==> src/rtl/bcd_seq_convert_if.sv <==
// Start/busy/done handshake and digit bus for the sequential binary-to-BCD converter.
interface bcd_seq_convert_if #(
  parameter int WIDTH = 14
);
  logic             start;
  logic [WIDTH-1:0] bin;
  logic             busy;
  logic             done;
  logic [3:0]       bcd_u;
  logic [3:0]       bcd_t;
  logic [3:0]       bcd_h;
  logic [3:0]       bcd_th;
  logic [3:0]       bcd_tt;

  modport master (
    output start, bin,
    input  busy, done, bcd_u, bcd_t, bcd_h, bcd_th, bcd_tt
  );

  modport slave (
    input  start, bin,
    output busy, done, bcd_u, bcd_t, bcd_h, bcd_th, bcd_tt
  );
endinterface

==> src/rtl/bcd_seq_convert.sv <==
// Iterative double-dabble binary-to-BCD converter, WIDTH cycles per conversion.
// Optional LEADING_ZERO_BLANK_EN replaces leading zero digits with 4'hF.
module bcd_seq_convert #(
  parameter int WIDTH = 14
) (
  input  logic               clk,
  input  logic               reset,
  bcd_seq_convert_if.slave   bus
);
  localparam int CW = $clog2(WIDTH);

`ifdef LEADING_ZERO_BLANK_EN
  localparam logic [19:0] RST_DIGITS = 20'hFFFF0;
`else
  localparam logic [19:0] RST_DIGITS = 20'h00000;
`endif

  typedef enum logic [1:0] {IDLE, SHIFT, DONE} state_t;

  state_t           state;
  logic [WIDTH-1:0] shreg;
  logic [19:0]      scratch;
  logic [19:0]      adj;
  logic [19:0]      next_scratch;
  logic [CW-1:0]    cnt;
  logic [19:0]      digits;
  logic             busy;
  logic             done;

  // All nibbles are corrected in parallel, then the pair shifts left as one.
  always_comb begin
    adj = scratch;
    for (int unsigned i = 0; i < 5; i++) begin
      if (scratch[4*i +: 4] >= 4'd5) adj[4*i +: 4] = scratch[4*i +: 4] + 4'd3;
    end
    next_scratch = {adj[18:0], shreg[WIDTH-1]};
  end

  function automatic logic [19:0] format_digits(input logic [19:0] s);
    logic [19:0] r;
    r = s;
`ifdef LEADING_ZERO_BLANK_EN
    begin
      logic lead;
      lead = 1'b1;
      for (int unsigned i = 4; i > 0; i--) begin
        if (lead && (s[4*i +: 4] == 4'h0)) r[4*i +: 4] = 4'hF;
        else lead = 1'b0;
      end
    end
`endif
    return r;
  endfunction

  always_ff @(posedge clk or posedge reset) begin
    if (reset) begin
      state   <= IDLE;
      busy    <= 1'b0;
      done    <= 1'b0;
      shreg   <= '0;
      scratch <= '0;
      cnt     <= '0;
      digits  <= RST_DIGITS;
    end else begin
      case (state)
        IDLE, DONE: begin
          done <= 1'b0;
          if (bus.start) begin
            shreg   <= bus.bin;
            scratch <= '0;
            cnt     <= CW'(WIDTH - 1);
            busy    <= 1'b1;
            state   <= SHIFT;
          end else begin
            busy  <= 1'b0;
            state <= IDLE;
          end
        end
        SHIFT: begin
          scratch <= next_scratch;
          shreg   <= {shreg[WIDTH-2:0], 1'b0};
          if (cnt == '0) begin
            digits <= format_digits(next_scratch);
            busy   <= 1'b0;
            done   <= 1'b1;
            state  <= DONE;
          end else begin
            cnt <= cnt - 1'b1;
          end
        end
        default: begin
          busy  <= 1'b0;
          done  <= 1'b0;
          state <= IDLE;
        end
      endcase
    end
  end

  assign bus.busy   = busy;
  assign bus.done   = done;
  assign bus.bcd_u  = digits[3:0];
  assign bus.bcd_t  = digits[7:4];
  assign bus.bcd_h  = digits[11:8];
  assign bus.bcd_th = digits[15:12];
  assign bus.bcd_tt = digits[19:16];
endmodule
==> src/flat_wrapper.sv <==
// flat-port wrapper written by rule: the top's interface ports become plain ports
module bcd_seq_convert_flat 
#(
  parameter int WIDTH = 14
)
  (clk, reset, bus_start, bus_bin, bus_busy, bus_done, bus_bcd_u, bus_bcd_t, bus_bcd_h, bus_bcd_th, bus_bcd_tt);
  bcd_seq_convert_if #(.WIDTH(WIDTH)) bus_i ();
  input  logic clk;
  input  logic reset;
  input wire logic [$bits(bus_i.start)-1:0] bus_start;
  input wire logic [$bits(bus_i.bin)-1:0] bus_bin;
  output wire logic [$bits(bus_i.busy)-1:0] bus_busy;
  output wire logic [$bits(bus_i.done)-1:0] bus_done;
  output wire logic [$bits(bus_i.bcd_u)-1:0] bus_bcd_u;
  output wire logic [$bits(bus_i.bcd_t)-1:0] bus_bcd_t;
  output wire logic [$bits(bus_i.bcd_h)-1:0] bus_bcd_h;
  output wire logic [$bits(bus_i.bcd_th)-1:0] bus_bcd_th;
  output wire logic [$bits(bus_i.bcd_tt)-1:0] bus_bcd_tt;
  assign bus_i.start = bus_start;
  assign bus_i.bin = bus_bin;
  assign bus_busy = bus_i.busy;
  assign bus_done = bus_i.done;
  assign bus_bcd_u = bus_i.bcd_u;
  assign bus_bcd_t = bus_i.bcd_t;
  assign bus_bcd_h = bus_i.bcd_h;
  assign bus_bcd_th = bus_i.bcd_th;
  assign bus_bcd_tt = bus_i.bcd_tt;
  bcd_seq_convert #(.WIDTH(WIDTH)) u_core (.clk(clk), .reset(reset), .bus(bus_i));
endmodule
==> config.mk <==
export PLATFORM = sky130hd
export DESIGN_NAME = bcd_seq_convert_flat
export DESIGN_NICKNAME = d
export VERILOG_FILES = /design/src/rtl/bcd_seq_convert_if.sv /design/src/rtl/bcd_seq_convert.sv /design/src/flat_wrapper.sv
export SDC_FILE = /design/constraint.sdc
export NUM_CORES = 1
export LEC_CHECK = 0
export CAP_MARGIN = 20
export CELL_PAD_IN_SITES_DETAIL_PLACEMENT = 0
export CELL_PAD_IN_SITES_GLOBAL_PLACEMENT = 1
export CORE_UTILIZATION = 46
export DETAILED_ROUTE_END_ITERATION = 10
export HOLD_SLACK_MARGIN = 0.06
export PLACE_DENSITY = 0.84
export SYNTH_ARGS = -nofsm -noshare
export SYNTH_HDL_FRONTEND = slang
export SYNTH_SLANG_ARGS = --single-unit
==> constraint.sdc <==
create_clock -name clk -period 4.01 [get_ports clk]
set_input_delay 0.802 -clock clk [delete_from_list [all_inputs] [get_ports clk]]
set_output_delay 0.802 -clock clk [all_outputs]
set_load 0.05 [all_outputs]
# Word level (Yosys, flattened, before mapping)
# Cells that the tools add are included.
# op_classes
addsub,6
magnitude_cmp,5
eq_ne,5
n_mux,20
n_reduce_logical,7
# op_table
cell,count
20-bit one-hot mux with 2 select lines,1
14-bit one-hot mux with 2 select lines,1
4-bit 2-to-1 mux,6
"4-bit by 3-bit greater-or-equal comparator with 1-bit output, second input constant",5
20-bit 2-to-1 mux,1
"4-bit by 2-bit adder with 4-bit output, second input constant",4
14-bit 2-to-1 mux,1
4-bit one-hot mux with 2 select lines,1
1-bit 2-to-1 mux,5
4-bit logical NOT,1
"2-bit inequality test, second input constant",2
2-bit one-hot mux with 2 select lines,1
2-bit AND reduction,2
"4-bit by 1-bit subtractor with 4-bit output, second input constant",1
"3-bit by 2-bit adder with 3-bit output, second input constant",1
3-bit 2-to-1 mux,1
3-bit AND reduction,1
"2-bit by 1-bit == test with 1-bit output, second input constant",1
"2-bit == test, second input constant",1
2-bit logical NOT,1
2-bit 2-to-1 mux,1
"2-bit by 1-bit inequality test with 1-bit output, second input constant",1
1-bit one-hot mux with 2 select lines,1
2-bit nonzero test,1
2-bit OR reduction,1
# word_totals
ff_bits,62
input_bits,17
out_inout_bits,22
elab_cells,50

# Depth between registers and ports, before layout
# logic_depth
word_depth,4
mapped_depth,8
mapped_depth_nobuf,6

# Worst setup path before layout
# OpenSTA, ideal clock, no wires.
# synth_path
path_kind,reg2reg
from,"register, netlist name u_core.bus.done"
to,register u_core.digits[10]
setup_ns,0.125
arrival_ns,1.516
required_time_ns,3.885
path_slack_ns,2.369
stages_incl_launch_ff,7
n_path_buf,2
synth_period_minus_slack_ns,1.641
cell_sequence,dfrtp_1 > and2b_1 > buf_4 > nand2_2 > inv_2 > buf_6 > mux2_4
# synth_rtl
item,line_no,text
"end signal, assigned",bcd_seq_convert.sv:83,digits <= format_digits(next_scratch);
"end, declared",bcd_seq_convert.sv:26,logic [19:0] digits;

# Final worst setup path
# layout_path
from,register u_core.digits[14]
to,output port bus_bcd_th[2]
# layout_rtl
item,line_no,text
"end, declared",flat_wrapper.sv:17,output wire logic [$bits(bus_i.bcd_th)-1:0] bus_bcd_th;
# No word-level cell between the ends.

==> results_dict.tcl <==
set metrics [dict create \
    drv.max_cap_violation_count 0 \
    cts.sinks 61 \
    reg_to_reg_setup_timing_slack_ps 1840 \
    cts_inserted_buffers 9 \
    syn_area_sq_um 2910 \
    drt-pass1-iter-count 4 \
    register_to_register_path_depth 6 \
    cts-htree-levels 3 \
    power.clock.fraction_pct 15.2 \
    combPwrFrac_pct 50.1 \
    outcome "complete, no violations" \
    layout.cells.non_filler 390 \
    irDropWorstVdd_uv 487 \
    synth_top_cell_by_area "dfrtp_1" \
    number_of_buffers_inserted_for_hold_repair_after_clock_tree_synthesis 0 \
    ff_latch_area_sq_um 1530 \
    setup_ws_ps 1690 \
    worst_clock_skew_ps 7.48 \
    cp_slowest_stage_delay_ps 820 \
    post_drt_via_cell_ratio 5.35 \
    io_pins 39 \
    synth_top_area_share_pct 52.5 \
    fin_setup_tns_ps 0 \
    nNetsFinal 340 \
    power_report.internal_total_w 0.00183 \
    grt_pass1_vias 2094 \
    ctsResizeCount 0 \
    pwr-share-seq_pct 34.6 \
    worst_slew_pin_slew_ps 794 \
    final-setup-viol-count 0 \
    crit_buf_inv 1 \
    synth_flop_cell "dfrtp_1" \
    synth.ff_latch_count 61 \
    clk_transition_reported_paths_ps 70 \
    buffer_ports.inserted 38 \
    yosysWarnings 0 \
    hold_path_class "register to register" \
    multi_input_area_sq_um 1250 \
    synth_commonest_cells "61 x dfrtp_1, 46 x nand2_1, 16 x o21ai_1" \
    placement.setup.worst_slack_ps 1480 \
    wl_per_cell_um 14.1 \
    post-synth-top-count-cell "dfrtp_1" \
    route.detailed.drc 0 \
    largest_net_degree_at_the_start_of_global_routing 62 \
    clock_path_buffers 2 \
    synth-edff-count 0 \
    fin_crit_sh_pct 57.9 \
    synthTopCellsByArea "dfrtp_1 53%, nand2_1 5.9%, ha_1 5.2%" \
    unrepaired_setup_endpoints_after_global_routing "no" \
    start_util_pct 48.5 \
    crit_required_ps 3210 \
    antenna_found_initial 0 \
    die_x_um 81.5 \
    cp-start-kind "register" \
    fraction_of_final_layout_cells_with_drive_strength_greater_than_1_pct 10.5 \
    syn_nets 301 \
    pd_cells_nw_per_um2 920 \
    critical_path.cell_chain "clkdlybuf4s50_1" \
    syn_avg_cell_area_sq_um 10.7 \
    detail_route.wirelength_mm 5.48 \
    static-leakage-power_nw 1.61 \
    clkLatencyLatePin_ps 330 \
    timing.hold.worst.start "u_core.shreg[3]" \
    first_iter_violations 76 \
    power.switching_w 0.00139 \
    critical-path-top-delay-family "buffers and inverters" \
    clk_root_buffer_cell "clkbuf_8" \
    max_freq_mhz 431 \
    rows 28 \
    die_height_um 81.5 \
    routed-via-count 2085 \
    grt_pass1_wl_mm 9.55 \
    area.growth.synth_to_final_pct 20.6 \
    place_hpwl_mm 3.51 \
    async_flop_share_pct 100 \
    worst_r2r_endpoint "u_core.digits[14]" \
    design_power_total_w 0.00323 \
    finalWeightedCongestion 0.755 \
    globalRoute.totalOverflow 0 \
    post_synth_inst_count 272 \
    critPathMaxFanout 2 \
    antennaDiodeCount 0 \
    core_sq_um 5990 \
    clock_tree_from_tritoncts "done" \
    hold_path_end "u_core.shreg[3]" \
    dpl.cell_count 375 \
    die_area_sq_um 6640 \
    grt_util_all_layers_pct 19.2 \
    final_core_util_pct 58.5 \
    finalWorstPathRequiredPeriod_ps 2320 \
    netSwitchingFraction_pct 43.2 \
    slowest_stage "clkdlybuf4s50_1" \
    crit_arrival_ps 1520 \
    max-slew-margin-rel_pct 47.0 \
    finalHoldViolations 0 \
    min_path_cells 2 \
    critical_path_class "register to output pin" \
    synth_seq_area_share_pct 52.5 \
    filler_cell_count 523 \
    cp-end-kind "output pin" \
    cts_setup_buffers 0 \
    slew_viol_final 0 \
    critical_path.reg2reg.startpoint "u_core.cnt[0]" \
    number_of_distinct_library_cells_after_synthesis 34 \
    antenna_violating_nets_post_route 0 \
]
[routing by layer]
layer  routed length, um  GRT usage (%)  vias up
met1                2710           25.2     1011
met2                2530           31.1       44
li1                    -              -     1022
met4                  75           8.04        0
met3                 170           3.67        8
met5                   0              0        -
[flip-flops by register name (all words and copies together), names as in the netlist]
register	flops
u_core.bus.busy	1
u_core.bus.done	1
u_core.state	1
u_core.scratch	20
u_core.shreg	14
u_core.digits	20
u_core.cnt	4
[power groups by stage]
stage | clock network [W] | logic [W] | registers [W]
after floorplan | 0 | 0.000919 | 0.00141
after global placement | 0 | 0.00159 | 0.00111
after detailed placement | 0 | 0.00163 | 0.00112
after CTS | 0.000502 | 0.00164 | 0.00112
after global routing | 0.000525 | 0.00179 | 0.00116
final | 0.000492 | 0.00162 | 0.00112
[cells by family (layout without fill, tap and decap cells)]
| logic type | after synthesis | after routing | share of synthesized area (%) |
|---|---|---|---|
| fa+ha+maj | 12 | 12 | 5.17 |
| compound gates | 67 | 67 | 14.6 |
| xor+xnor | 5 | 5 | 1.51 |
| simple gates | 83 | 83 | 14.1 |
| mux | 17 | 17 | 7.67 |
| flops | 61 | 61 | 52.5 |
| buf+inv | 27 | 70 | 4.39 |
[layout by cell type (no fill, tap or decap), drive strengths merged, types with 5 or more instances in the layout]
master / instances
mux2: 12
nand2: 47
a22o: 12
nand2b: 8
nor3b: 10
a21oi: 15
xnor2: 5
nor3: 6
mux2i: 5
clkdlybuf4s50: 38
inv: 14
nand3: 5
o21ai: 24
ha: 12
dfrtp: 61
clkbuf: 14
a22oi: 13
[worst max path at each step]
stage / from / end / slack, ps / cells past startpoint
6_report: u_core.digits[14] / bus_bcd_th[2] / 1690 / 1
2_1_floorplan: reset / u_core.bus.busy / 1690 / 1
3_5_place_dp: bus_start / u_core.scratch[12] / 1480 / 6
5_1_grt: u_core.digits[14] / bus_bcd_th[2] / 1630 / 1
3_3_place_gp: bus_start / u_core.scratch[18] / 1560 / 5
4_1_cts: u_core.digits[14] / bus_bcd_th[2] / 1680 / 1
[worst min-delay path: stages (launching register included)]
cell	delay (ps)
dfrtp_1	350
nand2_1	50
nand2_1	50
[through the flow]
step,instance area (sq um),hold slack (ps)
after floorplan,2910,446
after global routing,3500,507
after CTS,3500,478
after global placement,3330,458
after detailed placement,3330,463
final,3500,481
[final cells by class]
class / count / area share, %
clock buffers: 14 / 4.93
clock inverters: 1 / 0.143
inverters: 14 / 1.50
multi-input cells: 184 / 35.7
flip-flops and latches: 61 / 43.6
well taps: 75 / 2.68
repair buffers: 41 / 11.5
Power figures use the tool's default switching activity.
==> patch 1: new RTL, same settings <==
Add a define of `LEADING_ZERO_BLANK_EN`.
--- a/src/rtl/bcd_seq_convert.sv
+++ b/src/rtl/bcd_seq_convert.sv
@@ -1,5 +1,7 @@
 // Iterative double-dabble binary-to-BCD converter, WIDTH cycles per conversion.
 // Optional LEADING_ZERO_BLANK_EN replaces leading zero digits with 4'hF.
+`define LEADING_ZERO_BLANK_EN
+
 module bcd_seq_convert #(
   parameter int WIDTH = 14
 ) (
Check against the original RTL: not equivalent (Yosys sat finds a counterexample within 4 cycles, from zero or initial values and one cycle with reset high).
==> patch 1 against the original RTL <==
Wire length is 7.6% higher; clock skew is 1.1 ps lower; die area is 2.6% higher; synthesized area is 2.7% higher; worst setup slack worse by 300 ps; worst hold slack better by 0.92 ps; final cell count is 9.5% higher; sequential cell count stayed put; cell area is 3.9% higher; non-clock buffer count is 3 higher; total power is 11% higher; critical endpoint is now u_core.digits[4]; highest routed layer unchanged.
==> patch 1: results <==
<?xml version="1.0" encoding="UTF-8"?>
<metrics>
  <group name="routing">
    <metric name="drc_marker_count_from_the_first_detailed_route_iteration" unit="">124</metric>
    <metric name="vias_post_dr" unit="">2312</metric>
  </group>
  <group name="critical_path">
    <metric name="critical_path.endpoint_type" unit="">register</metric>
    <metric name="critPathSlowestCell" unit="">sky130_fd_sc_hd__or4_4</metric>
    <metric name="critical_path.startpoint" unit="">u_core.scratch[12]</metric>
    <metric name="r2r_end" unit="">u_core.digits[4]</metric>
    <metric name="kind_of_cell_adding_the_most_delay_to_the_critical_path" unit="">simple AND/OR/NAND/NOR gates</metric>
    <metric name="critPathMaxStageDelay" unit="ps">640</metric>
    <metric name="worstPathArrival" unit="ps">2870</metric>
    <metric name="cp_max_fo" unit="">6</metric>
  </group>
  <group name="cts">
    <metric name="htreeDepth" unit="">3</metric>
    <metric name="post_cts_resized" unit="">0</metric>
  </group>
  <group name="logic_synthesis">
    <metric name="synth.yosys.seq_area_share" unit="">0.518</metric>
    <metric name="yosys-top-cells-area" unit="">sky130_fd_sc_hd__dfrtp_1 38%, sky130_fd_sc_hd__dfstp_2 14%, sky130_fd_sc_hd__nand2_1 6.2%, sky130_fd_sc_hd__ha_1 5.0%, sky130_fd_sc_hd__o21ai_0 3.7%</metric>
    <metric name="synth.top_cells.by_count" unit="">49 x sky130_fd_sc_hd__nand2_1, 45 x sky130_fd_sc_hd__dfrtp_1, 22 x sky130_fd_sc_hd__o21ai_0</metric>
    <metric name="synth_cell_types" unit="">33</metric>
  </group>
  <group name="power">
    <metric name="max-vdd-ir-drop" unit="mV">0.465</metric>
    <metric name="power_density_of_the_placed_cells" unit="nW/um2">984</metric>
    <metric name="power.switching" unit="W">0.00159</metric>
    <metric name="clockPowerShare" unit="">0.149</metric>
    <metric name="seq_cell_power" unit="W">0.00119</metric>
    <metric name="leakagePower" unit="nW">1.61</metric>
  </group>
  <group name="sta">
    <metric name="clock-skew-final" unit="ps">6.40</metric>
    <metric name="max-slew-margin-rel" unit="">0.578</metric>
    <metric name="max_clock_freq" unit="MHz">381</metric>
  </group>
  <group name="final_layout">
    <metric name="layout.nets" unit="">376</metric>
    <metric name="fillCellCount" unit="">548</metric>
    <metric name="drive_above_1_share" unit="">0.136</metric>
  </group>
  <group name="grt">
    <metric name="grt_usage" unit="">0.198</metric>
    <metric name="grt_first_pass_wirelength" unit="mm">9.97</metric>
  </group>
  <group name="placed_design">
    <metric name="place.gp.congestion" unit="">0.770</metric>
    <metric name="detailed_place_hpwl" unit="mm">4.11</metric>
    <metric name="worst_case_setup_slack_after_placement" unit="ps">1400</metric>
  </group>
  <group name="outcome">
    <metric name="status" unit="">completed</metric>
  </group>
</metrics>
-- patch 1: changes by cell type after synthesis, moves of 6 or more --
cell | unedited run | this run
sky130_fd_sc_hd__buf_2 | 6 | 0
sky130_fd_sc_hd__a31oi_1 | 1 | 12
sky130_fd_sc_hd__dfrtp_1 | 61 | 45
sky130_fd_sc_hd__dfstp_2 | 0 | 16
sky130_fd_sc_hd__o21ai_0 | 8 | 22
sky130_fd_sc_hd__o21ai_1 | 16 | 0
sky130_fd_sc_hd__clkbuf_1 | 3 | 12
sky130_fd_sc_hd__nor2_1 | 2 | 20
sky130_fd_sc_hd__mux2_4 | 10 | 0
-- patch 1: logic make-up after synthesis --
| logic type | count (synthesis) | synth area share |
|---|---|---|
| xor gates and xnor gates | 5 | 0.0147 |
| and+or+nand+nor | 110 | 0.174 |
| muxes | 8 | 0.0289 |
| DFF | 61 | 0.518 |
| AOI/OAI and AO/OA | 82 | 0.175 |
| adders and majority gates | 12 | 0.0503 |
| buffers and inverters | 28 | 0.0377 |
-- patch 1: area by class of cell --
class,instances,area (um2),area share
Timing Repair Buffer,44,425,0.117
Clock inverter,4,47.5,0.0131
Tap cell,75,93.8,0.0258
Sequential cell,61,1550,0.425
Inverter,14,52.6,0.0144
Multi-Input combinational cell,217,1330,0.365
Clock buffer,12,145,0.0399
-- patch 1: metrics by stage --
stage                     instance area [um2]  instances
final                                    3640        427
after global routing                     3640        427
after CTS                                3640        427
after detailed placement                 3450        411
after global placement                   3450        411
after floorplan                          2980        306
-- patch 1: how the worst min path moves through the flow --
stage,startpoint,end,slack [ps],depth (start not counted)
detailed placement,u_core.shreg[12],u_core.shreg[12],470,2
CTS,u_core.shreg[12],u_core.shreg[12],480,2
global route,u_core.shreg[12],u_core.shreg[12],500,2
global placement,u_core.bus.busy,u_core.bus.busy,460,2
finish,u_core.shreg[4],u_core.shreg[4],480,2
floorplan,u_core.shreg[10],u_core.shreg[10],450,2
-- patch 1: worst reg2reg max path, stage by stage (launching register included) --
cell	delay (ps)
sky130_fd_sc_hd__dfrtp_1	450
sky130_fd_sc_hd__inv_1	110
sky130_fd_sc_hd__ha_1	250
sky130_fd_sc_hd__nand2b_1	90
sky130_fd_sc_hd__a21oi_1	330
sky130_fd_sc_hd__mux2i_1	280
sky130_fd_sc_hd__nand4_1	230
sky130_fd_sc_hd__or4_4	640
sky130_fd_sc_hd__a31oi_1	180
-- patch 1: routing by layer --
metal | wire length (um) | track usage
met4 | 56 | 0.0879
met1 | 2830 | 0.258
met3 | 192 | 0.0429
met2 | 2820 | 0.317
met5 | 0 | 0
==> patch 2: new RTL, same flow settings <==
Without the edit above. Re-encode `state_t` (3 states) as one-hot, 3 bits wide.
--- a/src/rtl/bcd_seq_convert.sv
+++ b/src/rtl/bcd_seq_convert.sv
@@ -15,7 +15,7 @@
   localparam logic [19:0] RST_DIGITS = 20'h00000;
 `endif
 
-  typedef enum logic [1:0] {IDLE, SHIFT, DONE} state_t;
+  typedef enum logic [2:0] {IDLE = 3'b001, SHIFT = 3'b010, DONE = 3'b100} state_t;
 
   state_t           state;
   logic [WIDTH-1:0] shreg;
Behaviour: no difference found for any inputs over 10 cycles, from zero or initial values and one cycle with reset high; not proved beyond that.
==> patch 2 against the original RTL <==
Worst setup slack got worse by 110 ps; core utilization rose by 0.75 points; largest cell class unchanged; critical path type unchanged; count of clock-buffer cells in the layout shrank 3; sequential cell count up 1; highest routed layer unchanged; cell area up 2.5%; synthesized area grew 2.2%; wire length is 3.9% higher.
Power is not compared: it rests on default switching activity, and its combinational part moved more than twofold at a synthesized area within 25%.
==> patch 2: results <==
<?xml version="1.0" encoding="UTF-8"?>
<metrics>
  <group name="placed_design">
    <metric name="detailed_place_hpwl" unit="mm">3.91</metric>
    <metric name="place_inst" unit="">386</metric>
    <metric name="place.gp.congestion" unit="">0.745</metric>
    <metric name="worst_case_setup_slack_after_placement" unit="ps">1240</metric>
  </group>
  <group name="logic_synthesis">
    <metric name="yosys-top-cells-area" unit="">sky130_fd_sc_hd__dfrtp_1 51%, sky130_fd_sc_hd__mux2i_1 6.4%, sky130_fd_sc_hd__o21ai_0 5.7%, sky130_fd_sc_hd__nand2_1 5.2%, sky130_fd_sc_hd__ha_1 4.6%</metric>
    <metric name="multiplexer_fraction_of_the_synthesized_cell_area" unit="">0.102</metric>
    <metric name="synth-adder-area-share" unit="">0.0464</metric>
    <metric name="synth.yosys.seq_area_share" unit="">0.523</metric>
    <metric name="synth_compound_gate_area_share" unit="">0.122</metric>
    <metric name="synth_cell_types" unit="">32</metric>
  </group>
  <group name="critical_path">
    <metric name="cp_max_fo" unit="">5</metric>
    <metric name="setup.worst_path.end" unit="">bus_done</metric>
    <metric name="critical_path.startpoint" unit="">u_core.bus.done</metric>
    <metric name="timing.reg2reg.setup_slack" unit="ps">1910</metric>
    <metric name="critPathMaxStageDelay" unit="ps">850</metric>
    <metric name="r2r_end" unit="">u_core.digits[9]</metric>
  </group>
  <group name="grt">
    <metric name="gr-usage-met3" unit="">0.0363</metric>
    <metric name="grt_max_degree" unit="">31</metric>
    <metric name="met2_usage_in_global_routing" unit="">0.299</metric>
    <metric name="grt_first_pass_wirelength" unit="mm">9.45</metric>
    <metric name="grt_usage" unit="">0.189</metric>
  </group>
  <group name="hold_path">
    <metric name="timing.hold.worst_endpoint" unit="">u_core.digits[11]</metric>
  </group>
  <group name="sta">
    <metric name="clock-skew-final" unit="ps">6.20</metric>
    <metric name="fin_hold_ws" unit="ps">476</metric>
  </group>
  <group name="routing">
    <metric name="drt-vias-per-instance" unit="">5.33</metric>
    <metric name="wl_met2" unit="mm">2.68</metric>
    <metric name="drc_marker_count_from_the_first_detailed_route_iteration" unit="">136</metric>
    <metric name="wl_met3" unit="um">159</metric>
  </group>
  <group name="final_layout">
    <metric name="drive_above_1_share" unit="">0.119</metric>
    <metric name="fin_cells" unit="">402</metric>
  </group>
  <group name="outcome">
    <metric name="status" unit="">completed</metric>
  </group>
</metrics>
patch 2: cell types whose count changed after synthesis, moves of 4 or more:
cell and change:
sky130_fd_sc_hd__mux2_2 +9, sky130_fd_sc_hd__buf_2 -4, sky130_fd_sc_hd__o21ai_1 -14, sky130_fd_sc_hd__clkbuf_1 +5, sky130_fd_sc_hd__a22oi_1 -13, sky130_fd_sc_hd__mux2i_1 +14
sky130_fd_sc_hd__o21ai_0 +26, sky130_fd_sc_hd__nand2_1 -5, sky130_fd_sc_hd__mux2_4 -10
patch 2: through the flow:
stage / utilization / area, um2
after floorplan: - / 2970
after global placement: 0.565 / 3420
after detailed placement: 0.565 / 3420
after CTS: 0.592 / 3590
after global routing: 0.592 / 3590
final: 0.592 / 3590
patch 2: cell type report:
type / instances / area (um2)
multi-input cells: 191 / 1300
well taps: 75 / 93.8
flip-flops and latches: 62 / 1550
clock inverters: 5 / 25.0
inverters: 14 / 52.6
clock buffers: 11 / 141
fillers: 554 / 2470
repair buffers: 44 / 425
